**src/rtl/hamming_fec_decoder.sv**
```systemverilog
// Hamming(7,4) receive-side FEC decoder.
// Latches a block of NIB codewords on a four-phase req/ack handshake, corrects
// one codeword per enabled cycle and returns the message plus a count of the
// codewords that needed correction.
// Optional build macro HAMMING_FEC_DECODER_ERR_STATS_EN adds err_total, a
// saturating count of all corrected codewords since reset.
module hamming_fec_decoder #(
    parameter  int DATA_W = 8,
    localparam int NIB    = DATA_W / 4,
    localparam int CW_W   = NIB * 7,
    localparam int CNT_W  = $clog2(NIB + 1)
) (
    input  logic              clk,
    input  logic              rst,
    input  logic              en,
    input  logic              req,
    input  logic [CW_W-1:0]   data_in,
    output logic              ack,
    output logic [DATA_W-1:0] data_out,
    output logic [CNT_W-1:0]  corr_cnt,
    output logic              busy
`ifdef HAMMING_FEC_DECODER_ERR_STATS_EN
    ,
    output logic [15:0]       err_total
`endif
);

    localparam int             IDX_W    = (NIB > 1) ? $clog2(NIB) : 1;
    localparam logic [IDX_W-1:0] IDX_LAST = IDX_W'(NIB - 1);

    typedef enum logic [1:0] {
        S_IDLE   = 2'd0,
        S_DECODE = 2'd1,
        S_ACK    = 2'd2
    } state_t;

    state_t              state_q, state_d;
    logic                ack_q, ack_d;
    logic                busy_q, busy_d;
    logic [DATA_W-1:0]   data_q, data_d;
    logic [CNT_W-1:0]    cnt_q, cnt_d;
    logic [CW_W-1:0]     cw_q, cw_d;
    logic [IDX_W-1:0]    idx_q, idx_d;
`ifdef HAMMING_FEC_DECODER_ERR_STATS_EN
    logic [15:0]         err_total_q, err_total_d;
`endif

    logic [6:0]          cur_cw;
    logic [4:0]          dec_res;
    logic                cur_err;
    logic [3:0]          cur_nib;

    // Syndrome decode of one codeword. Returns {corrected_flag, d3, d2, d1, d0}.
    // Position p lives at bit p-1; a nonzero syndrome names the flipped position.
    function automatic logic [4:0] hamming_correct(input logic [6:0] cw);
        logic [2:0] syn;
        logic [6:0] fixed;
        syn[0] = cw[0] ^ cw[2] ^ cw[4] ^ cw[6];
        syn[1] = cw[1] ^ cw[2] ^ cw[5] ^ cw[6];
        syn[2] = cw[3] ^ cw[4] ^ cw[5] ^ cw[6];
        fixed  = cw;
        if (syn != 3'd0) begin
            fixed[syn - 3'd1] = ~fixed[syn - 3'd1];
        end
        return {(syn != 3'd0), fixed[6], fixed[5], fixed[4], fixed[2]};
    endfunction

    // State and datapath registers; reset clears everything and drops any
    // transaction in flight.
    always_ff @(posedge clk) begin
        if (rst) begin
            state_q <= S_IDLE;
            ack_q   <= 1'b0;
            busy_q  <= 1'b0;
            data_q  <= '0;
            cnt_q   <= '0;
            cw_q    <= '0;
            idx_q   <= '0;
`ifdef HAMMING_FEC_DECODER_ERR_STATS_EN
            err_total_q <= 16'd0;
`endif
        end else begin
            state_q <= state_d;
            ack_q   <= ack_d;
            busy_q  <= busy_d;
            data_q  <= data_d;
            cnt_q   <= cnt_d;
            cw_q    <= cw_d;
            idx_q   <= idx_d;
`ifdef HAMMING_FEC_DECODER_ERR_STATS_EN
            err_total_q <= err_total_d;
`endif
        end
    end

    // Select the codeword at the current index and correct it.
    always_comb begin
        cur_cw = 7'd0;
        for (int k = 0; k < NIB; k++) begin
            if (idx_q == IDX_W'(k)) begin
                cur_cw = cw_q[7*k +: 7];
            end
        end
        dec_res = hamming_correct(cur_cw);
        cur_err = dec_res[4];
        cur_nib = dec_res[3:0];
    end

    // Next-state logic. en gates IDLE and DECODE only; the ACK release is
    // never blocked so the four-phase handshake always completes.
    always_comb begin
        state_d = state_q;
        case (state_q)
            S_IDLE: begin
                if (en && req && !ack_q) begin
                    state_d = S_DECODE;
                end
            end
            S_DECODE: begin
                if (en && (idx_q == IDX_LAST)) begin
                    state_d = S_ACK;
                end
            end
            S_ACK: begin
                if (ack_q && !req) begin
                    state_d = S_IDLE;
                end
            end
            default: state_d = S_IDLE;
        endcase
    end

    // Datapath and registered-output next values for each state.
    always_comb begin
        ack_d  = ack_q;
        busy_d = busy_q;
        data_d = data_q;
        cnt_d  = cnt_q;
        cw_d   = cw_q;
        idx_d  = idx_q;
`ifdef HAMMING_FEC_DECODER_ERR_STATS_EN
        err_total_d = err_total_q;
`endif
        case (state_q)
            S_IDLE: begin
                if (en && req && !ack_q) begin
                    cw_d   = data_in;
                    cnt_d  = '0;
                    busy_d = 1'b1;
                    idx_d  = '0;
                end
            end
            S_DECODE: begin
                if (en) begin
                    // Overwrite only the nibble being decoded; the rest of the
                    // previous message stays visible until replaced.
                    for (int k = 0; k < NIB; k++) begin
                        if (idx_q == IDX_W'(k)) begin
                            data_d[4*k +: 4] = cur_nib;
                        end
                    end
                    cnt_d = cnt_q + CNT_W'(cur_err);
`ifdef HAMMING_FEC_DECODER_ERR_STATS_EN
                    if (cur_err && (err_total_q != 16'hFFFF)) begin
                        err_total_d = err_total_q + 16'd1;
                    end
`endif
                    if (idx_q == IDX_LAST) begin
                        idx_d = '0;
                    end else begin
                        idx_d = idx_q + IDX_W'(1);
                    end
                end
            end
            S_ACK: begin
                // First cycle in ACK raises ack; afterwards wait for req to drop.
                if (!ack_q) begin
                    ack_d = 1'b1;
                end else if (!req) begin
                    ack_d  = 1'b0;
                    busy_d = 1'b0;
                end
            end
            default: begin
                ack_d  = 1'b0;
                busy_d = 1'b0;
            end
        endcase
    end

    assign ack      = ack_q;
    assign busy     = busy_q;
    assign data_out = data_q;
    assign corr_cnt = cnt_q;
`ifdef HAMMING_FEC_DECODER_ERR_STATS_EN
    assign err_total = err_total_q;
`endif

endmodule
```
**config.mk**
```make
export PLATFORM = sky130hd
export DESIGN_NAME = hamming_fec_decoder
export DESIGN_NICKNAME = d
export VERILOG_FILES = /design/src/rtl/hamming_fec_decoder.sv
export SDC_FILE = /design/constraint.sdc
export NUM_CORES = 1
export LEC_CHECK = 0
export ABC_AREA = 0
export BUFFER_PORTS_ARGS = -buffer_cell sky130_fd_sc_hd__buf_2
export CAP_MARGIN = 40
export CORE_ASPECT_RATIO = 1.25
export CORE_MARGIN = 4
export CORE_UTILIZATION = 52
export DETAILED_ROUTE_END_ITERATION = 8
export GPL_TIMING_DRIVEN = 0
export PLACE_DENSITY = 0.74
export SLEW_MARGIN = 10
export SYNTH_ARGS = -nofsm -noshare
export SYNTH_HDL_FRONTEND = slang
export SYNTH_SLANG_ARGS = --single-unit
```
**constraint.sdc**
```tcl
create_clock -name clk -period 7.1 [get_ports clk]
set_input_delay 0.71 -clock clk [delete_from_list [all_inputs] [get_ports clk]]
set_output_delay 0.71 -clock clk [all_outputs]
set_load 0.01 [all_outputs]
```
==> results of run 1 <==
[routing by layer]
metal,up-vias,global-route usage,share of wire
met3,9,0.0573,0.055
met4,0,0.0799,0.021
li1,722,-,-
met2,29,0.323,0.51
met1,635,0.199,0.41
met5,-,0,0
[final cells by class]
cell class | count | share of cell area
buffer | 12 | 0.0300
clock buffer | 8 | 0.0266
inverter | 2 | 0.00410
multi-input combinational | 144 | 0.519
sequential | 29 | 0.317
tap | 36 | 0.0246
timing repair buffer | 29 | 0.0792
[path summary, 6_finish.rpt]
kind                         start                       end  slack [ns]  depth (start not counted)
min reg2reg  cw_q[10]$_SDFFE_PP0P_     cw_q[10]$_SDFFE_PP0P_        0.47                          2
max reg2reg     idx_q$_SDFFE_PP0P_  data_out[5]$_SDFFE_PP0P_        3.63                         10
max             idx_q$_SDFFE_PP0P_  data_out[5]$_SDFFE_PP0P_        3.63                         10
min          cw_q[10]$_SDFFE_PP0P_     cw_q[10]$_SDFFE_PP0P_        0.47                          2
[cell families (layout without fill, tap and decap cells)]
logic type               Yosys count  after routing
AND/OR/NAND/NOR                   79             79
AO/OA/AOI/OAI                     34             34
flip-flops                        29             29
multiplexers                      14             14
buffers and inverters             14             51
XOR/XNOR                          13             13
adder cells (fa/ha/maj)            4              4
[report_power, final]
part | switching (µW) | internal, µW
combinational | 55.2 | 41.1
clock | 56.2 | 39.4
sequential | 5.10 | 169
[worst min-delay path: stages, from the launching register on]
cell                      delay (ns)
sky130_fd_sc_hd__dfxtp_1        0.32
sky130_fd_sc_hd__nand2_1        0.05
sky130_fd_sc_hd__a21oi_1        0.05
[metrics by stage]
stage | utilization | cell area [µm²] | instances
6_report | 0.622 | 1830 | 260
5_1_grt | 0.622 | 1830 | 260
4_1_cts | 0.622 | 1830 | 260
3_5_place_dp | 0.606 | 1780 | 252
3_3_place_gp | 0.606 | 1780 | 252
2_1_floorplan | - | 1590 | 187
[synth_stat cells, drive strengths merged]
master / n / area, µm²
nand3b: 4 / 30.0
dfxtp: 29 / 581
and3: 2 / 12.5
xor2: 7 / 76.3
mux2i: 9 / 106
nor2b: 5 / 31.3
inv: 2 / 7.51
o41ai: 4 / 35.0
a21oi: 19 / 95.1
nand3: 6 / 30.0
xnor2: 5 / 43.8
or3: 1 / 6.26
clkbuf: 12 / 55.1
nor2: 15 / 56.3
o31ai: 2 / 15.0
or3b: 1 / 8.76
nand2b: 2 / 12.5
mux2: 4 / 45.0
nor3: 3 / 15.0
mux4: 1 / 26.3
ha: 4 / 50.1
or2: 1 / 6.26
nand4: 3 / 18.8
xnor3: 1 / 23.8
o21ai: 3 / 15.0
and2: 2 / 13.8
nand2: 34 / 128
a22oi: 2 / 15.0
a311oi: 4 / 35.0
[flip-flops by register name, indices dropped and copies added (netlist names)]
name / count
state_q: 2
cw_q: 14
idx_q: 1
busy: 1
ack: 1
corr_cnt: 2
data_out: 8
==> flow_results.org, run 1 <==
** Worst setup path
- Among cell families on the critical path, the largest total delay comes from simple AND/OR/NAND/NOR gates.
- STA classifies the critical path endpoint as a flop.
- CP Cell Sequence :: clkbuf_8 -> clkbuf_1 -> mux2_2 -> ha_1 -> and2_2 -> ha_1 -> nor3_1 -> or3b_1 -> mux2i_1 -> o41ai_1
- The worst setup path is launched from a flop.
- Highest-delay cell along the critical path :: sky130_fd_sc_hd__mux2_2
- Along the worst path, the maximum fanout reaches 10.
- For this run, the slowest stage of the critical path takes 0.43 ns.
- Together, buffers and inverters on the worst path number 2.
- Data arrives at the worst endpoint at 3.69 ns.
- In this design, the critical path's most frequently occurring cell is sky130_fd_sc_hd__ha_1.
- Data required, critical path :: 7.32 ns
- Worst Setup Path Type :: flop to flop

** Cells and area
- Leading cell types in the layout, fill and taps excluded :: sky130_fd_sc_hd__nand2_1 (34), sky130_fd_sc_hd__dfxtp_1 (29), sky130_fd_sc_hd__buf_2 (29)
- Relative to the synthesized area, the layout overhead comes to 15.0%.
- Leaving out fill and tap cells, the most frequent cell in the layout is sky130_fd_sc_hd__nand2_1.
- The sequential cells in the finished layout cover a total of 581 µm².
- Final net count :: 245
- Filler cells :: 271
- Diode count :: 0
- Area taken by multi-input logic gates :: 951 µm²
- Of the cells placed in the final design, the portion with a size suffix greater than 1 is 0.205.

** Synthesis
- Summing every instance area after synthesis gives 0.00159 mm².
- Measured against the total synthesized area, the mux share comes to 0.111.
- After synthesis, the largest family of logic cells by area is simple AND/OR/NAND/NOR gates.
- After synthesis, the mean cell area works out to 8.52 µm².
- Total of warnings raised by yosys :: 0
- Counting flops and latches in the post-synthesis netlist gives 29.
- Part of the Yosys area used for sequential elements :: 0.364
- Count of distinct cell types in the synthesized netlist :: 34
- Number of instances in the synthesized netlist :: 187
- Share of the synthesized area in compound gates (AO/OA/AOI/OAI) :: 0.132
- Of the total synthesized cell area, the portion taken by XOR and XNOR cells is 0.0903.
- Of the total synthesized cell area, the portion taken by AND, OR, NAND and NOR gates is 0.232.
- Number of nets in the synthesized netlist :: 209
- Area share of fa/ha/maj cells after synthesis :: 0.0314

** Global route
- Pin count of the biggest net entering global routing :: 11
- Global-route wire length before repair :: 5870 µm
- Total global routing track utilization :: 0.185
- Congestion Overflow GR :: 0
- The initial antenna violation count came to 0.
- Vias in the first global route :: 1352

** Die
- Number of standard-cell rows in the floorplan :: 22
- X dimension of the die :: 57.5 µm
- Starting density of the core :: 0.541
- The die covers 0.00402 mm².
- The floorplan step set the die height to 69.9 µm.
- Core area :: 0.00295 mm²
- Total I/O pin count :: 30

** Routing
- Dividing the detail-routed wire length by the instance count gives 13.1 µm.
- The routed design has 3400 µm of wire.
- Via-to-Cell Ratio :: 5.37
- After the first detailed-routing iteration, the DRC count stood at 29.
- Antenna Violating Nets Remaining :: 0
- Before antenna repair, the detailed router went through 4 iterations.
- Number of vias in the routed layout :: 1395
- DRC violations left :: 0

** Timing
- At the pin with the least slew margin, the transition time is 0.514 ns.
- Final worst-path setup slack :: 3.63 ns
- Across all hold checks on the routed design, the worst slack comes to 0.468 ns.
- Unrepaired setup endpoints after global routing :: false
- Maximum achievable frequency :: 0.288 GHz
- Hold Fails Final Rpt :: 0
- In the final timing run, aggregate negative setup slack is 0 ns.
- Final cycle utilization of the critical path :: 0.488
- The number of max-slew violations in the final report was 0.
- Number of failing setup endpoints in the final timing report :: 0
- Max-Slew Margin vs Limit :: 0.648
- Final clock skew :: 0.00277 ns
- The clock period could shrink to 3.47 ns.

** Placed design
- Final GP Congestion :: 0.931
- During placement, the flow inserted port buffers numbering 29.
- At the placement stage, the worst setup path has a slack of 3.71 ns.
- The wire-length estimate of the detail-placed layout is 2670 µm.

** Run
- Max-cap violations in this run came to 0.

** Pwr
- Leakage power :: 0.000752 µW
- Power, Total :: 366 µW
- The worst-case IR drop observed on VDD is 145 µV.
- Power density relative to cell area :: 200 mW/mm²

** CTS
- The number of setup buffers added after CTS is 0.
- TritonCTS built the clock tree.
- For the worst-skew pair, the clock arrives at the later sink with an insertion delay of 0.33 ns.
- Root Driver :: sky130_fd_sc_hd__clkbuf_4
- Buffers inserted to repair hold after CTS numbered 0.
- Max clock buf depth :: 2
- TritonCTS created 5 clock buffers.
- The tree built by TritonCTS fans out to 29 sinks.
- Clock-pin slew of the registers on the worst-case setup and hold paths :: 0.09 ns
- CTS built an H-tree with a depth of 2.
- Gates resized during post-CTS repair numbered 0.

** Run status
- Result of the run :: complete, no violations

** Min path
- Type of the worst min-delay path :: flop to flop
No activity file was read; power rests on OpenSTA's default activity.
==> inputs of run 2 (changes only) <==
--- a/config.mk
+++ b/config.mk
@@ -5,7 +5,7 @@
 export SDC_FILE = /design/constraint.sdc
 export NUM_CORES = 1
 export LEC_CHECK = 0
-export ABC_AREA = 0
+export ABC_AREA = 1
 export BUFFER_PORTS_ARGS = -buffer_cell sky130_fd_sc_hd__buf_2
 export CAP_MARGIN = 40
 export CORE_ASPECT_RATIO = 1.25
@@ -13,7 +13,7 @@
 export CORE_UTILIZATION = 52
 export DETAILED_ROUTE_END_ITERATION = 8
 export GPL_TIMING_DRIVEN = 0
-export PLACE_DENSITY = 0.74
+export PLACE_DENSITY = 0.73
 export SLEW_MARGIN = 10
 export SYNTH_ARGS = -nofsm -noshare
 export SYNTH_HDL_FRONTEND = slang
==> constraint.sdc (replaced) <==
create_clock -name clk -period 3.5 [get_ports clk]
set_input_delay 0.35 -clock clk [delete_from_list [all_inputs] [get_ports clk]]
set_output_delay 0.35 -clock clk [all_outputs]
set_load 0.01 [all_outputs]
==> run 2 against run 1 <==
Compared with the run above:
- count of clock-buffer cells in the layout down 3
- sequential power up 110%
- global-route usage up 0.42 points
- fmax up 27%
- cell area up 3.0%
- via count up 12%
- first-iteration DRC count rose to 3.2 times the previous value
- clock skew up 0.0096 ns
- final cell count up 21%
- routed wire length up 2.1%
- largest power group unchanged
==> flow_results.org, run 2 <==
** Worst setup path
- Data required, critical path :: 3.72 ns
- WP data arrival :: 2.96 ns
- The worst setup path is launched from a flop.
- The critical path is of the flop to flop type.
- Endpoint kind of the worst setup timing path :: flop
- Highest net fanout along the worst path :: 10

** Placed design
- Final GP Congestion :: 0.813
- Number of buffers inserted by port buffering :: 29
- Summed over all nets, the half-perimeter wirelength after detailed placement is 2720 µm.

** Global route
- Initial antenna violation count :: 0
- Pin count of the biggest net entering global routing :: 11
- The first global-routing pass estimated 6180 µm of wire.
- Total global routing track utilization :: 0.189
- The via count of the first global-routing pass came to 1484.
- The total overflow left after global routing is 0.

** Cells and area
- More flip-flops sit in one register than any other, and that register is cw_q.
- Utilization after layout :: 0.635
- Share of cells above drive strength 1 :: 0.237
- The library cells used most frequently in the layout, excluding fill and tap cells, are sky130_fd_sc_hd__nand2_1 (48), sky130_fd_sc_hd__inv_1 (30), sky130_fd_sc_hd__nor2_1 (29), sky130_fd_sc_hd__dfxtp_1 (29), sky130_fd_sc_hd__buf_2 (29).
- Compared with the post-synthesis result, the final layout area differs by 14.9%.
- Final net count :: 299
- Most common cell after layout, fill and taps aside :: sky130_fd_sc_hd__nand2_1
- The register with the most flip-flops in the layout has 14 of them.
- The number of antenna diodes in the final layout is 0.

** Pwr
- In this run the static leakage power is 0.000935 µW.
- Switching part of the total :: 0.375
- Dividing total power by cell area gives a power density of 448 mW/mm².
- Clock group share of total power :: 0.235
- Internal power :: 528 µW
- IR Drop Worst-Case VDD :: 302 µV
- Sequential group share of total power :: 0.422
- In this run the power spent charging and discharging nets is 317 µW.
- The share of total power dissipated in combinational logic is 0.343.

** CTS
- Max H-tree Level :: 2
- Hold buffer count at cts :: 0
- CTS saw 29 sinks.
- After clock tree synthesis, the clock-pin slew on the worst setup and hold paths is 0.10 ns.
- Gates resized during post-CTS repair numbered 0.
- Setup Buffers After CTS :: 0
- Clock tree from TritonCTS :: built
- The tree is rooted in a sky130_fd_sc_hd__clkbuf_4.
- Clk_lat worst skew :: 0.33 ns
- Max clock buf depth :: 2
- Counting the buffers created by CTS gives 5.

** Synthesis
- Yosys printed 0 warnings.
- The cell area that synthesis handed to floorplanning was 0.00164 mm².
- Syn_area_per_cell :: 6.82 µm²
- Synthesis produced 241 cells.
- Synth async-reset ratio :: 0
- Number of nets in the synthesized netlist :: 263
- Top cell types by occurrence after synthesis :: sky130_fd_sc_hd__nand2_1 (48), sky130_fd_sc_hd__inv_1 (30), sky130_fd_sc_hd__dfxtp_1 (29), sky130_fd_sc_hd__nor2_1 (29), sky130_fd_sc_hd__o21ai_0 (22)
- The netlist uses 26 different library cells.
- Synthesis inferred 29 register bits.
- Of the post-synthesis cell area, the dominant cell type holds 0.353.
- Post-synth EDFFs :: 0
- Most instantiated flip-flop cell in the synthesis netlist :: sky130_fd_sc_hd__dfxtp_1
- sky130_fd_sc_hd__nand2_1 is the most common cell in the netlist.
- Part of the Yosys area used for sequential elements :: 0.353
- The synthesized design spends more area on one cell type than any other, namely sky130_fd_sc_hd__dfxtp_1.
- After synthesis, the cell types taking the most area are sky130_fd_sc_hd__dfxtp_1 (35%), sky130_fd_sc_hd__nand2_1 (11%), sky130_fd_sc_hd__inv_1 (6.9%).

** Routing
- The detailed router finished its first iteration with 92 violations.
- DRC violations left :: 0
- Before antenna repair, the detailed router went through 4 iterations.
- Summed over all layers, the routed wires come to 3470 µm.
- Via-to-Cell Ratio :: 4.98
- Number of vias in the routed layout :: 1564
- In this run the remaining antenna-violating nets after routing total 0.
- Routed length per placed instance :: 11.1 µm

** Die
- The region available for standard cell placement spans 0.00297 mm².
- From left edge to right edge, the die measures 58.3 µm.
- From bottom edge to top edge, the die measures 70.8 µm.
- The floorplan step defined a die boundary enclosing 0.00413 mm².
- Total I/O pin count :: 30
- Starting density of the core :: 0.553
- After floorplanning, the core was divided into 22 placement rows.

** Timing
- Unrepaired setup endpoints after global routing :: false
- Number of failing setup endpoints in the final timing report :: 0
- The number of failing hold endpoints at the final stage was 0.
- Headroom to the max-slew limit came out at 0.634.
- In the final timing run, aggregate negative setup slack is 0 ns.
- Time the final worst path needs with I/O delays and setup :: 2.74 ns
- Dividing the final minimum period by the clock period gives 0.783.
- Maximum achievable frequency :: 0.365 GHz
- Final clock skew :: 0.0124 ns
- Count of pins over their slew limit :: 0
- Worst Max-Slew Pin Slew :: 0.546 ns

** Min path
- In this run the worst hold path is classified as input port to flop.

** Run status
- Result of the run :: complete, no violations

** Run
- Max-cap violations in this run came to 0.
[run 2: final timing paths]
| path | endpoint | startpoint | slack (ns) | cells after the start |
|---|---|---|---|---|
| worst max-delay path | data_out[6]$_SDFFE_PP0P_ | idx_q$_SDFFE_PP0P_ | 0.76 | 14 |
| worst min-delay path | cw_q[11]$_SDFFE_PP0P_ | data_in[11] | 0.24 | 3 |
| worst max register to register | data_out[6]$_SDFFE_PP0P_ | idx_q$_SDFFE_PP0P_ | 0.76 | 14 |
| worst min register to register | corr_cnt[1]$_SDFFE_PP0P_ | corr_cnt[1]$_SDFFE_PP0P_ | 0.47 | 1 |
[run 2: cells by family (layout without fill, tap and decap cells)]
| kind of cell | count (synthesis) | in the layout | synth area share |
|---|---|---|---|
| simple gates | 120 | 120 | 0.354 |
| buf+inv | 40 | 77 | 0.102 |
| compound gates | 44 | 44 | 0.139 |
| fa+ha+maj | 4 | 4 | 0.0305 |
| flops | 29 | 29 | 0.353 |
| xor+xnor | 4 | 4 | 0.0213 |
[run 2: through the flow]
stage	setup WS [ns]	cells	total power, µW	area, µm²	hold slack, ns
after CTS	0.762	314	853	1890	0.229
final	0.761	314	846	1890	0.237
after floorplan	1.09	241	595	1640	0.429
after global routing	0.496	314	914	1890	0.252
after detailed placement	0.789	306	653	1830	0.446
after global placement	0.807	306	648	1830	0.437
[run 2: power by group through the flow]
stage | registers (µW) | logic, µW | clock network [µW]
6_report | 357 | 290 | 199
3_5_place_dp | 364 | 288 | 0
2_1_floorplan | 365 | 230 | 0
3_3_place_gp | 364 | 284 | 0
4_1_cts | 357 | 290 | 206
5_1_grt | 359 | 335 | 219
[run 2: cell type report]
type / instances / area (µm²)
Timing Repair Buffer: 29 / 145
Inverter: 34 / 130
Tap cell: 36 / 45.0
Fill cell: 294 / 1080
Multi-Input combinational cell: 172 / 895
Clock buffer: 5 / 37.5
Sequential cell: 29 / 581
Clock inverter: 3 / 17.5
Buffer: 6 / 37.5
[run 2: worst max-delay path: stages, from the launching register on]
cell                      delay [ns]
sky130_fd_sc_hd__dfxtp_1        0.42
sky130_fd_sc_hd__inv_2          0.08
sky130_fd_sc_hd__buf_6          0.15
sky130_fd_sc_hd__nand2_1        0.06
sky130_fd_sc_hd__nand2_1        0.09
sky130_fd_sc_hd__xnor2_1        0.19
sky130_fd_sc_hd__xor2_1         0.23
sky130_fd_sc_hd__ha_1           0.31
sky130_fd_sc_hd__nand2_2        0.11
sky130_fd_sc_hd__inv_1          0.04
sky130_fd_sc_hd__ha_1           0.36
sky130_fd_sc_hd__nor3_1         0.27
sky130_fd_sc_hd__nand3_1        0.12
sky130_fd_sc_hd__nand2_1        0.11
sky130_fd_sc_hd__a21oi_1        0.07
[run 2: metal layers]
layer | global-route usage | share of wire | wire, µm
met5 | 0 | 0 | 0
met3 | 0.0420 | 0.045 | 155
met2 | 0.306 | 0.48 | 1670
met4 | 0.0825 | 0.011 | 38
met1 | 0.237 | 0.46 | 1610
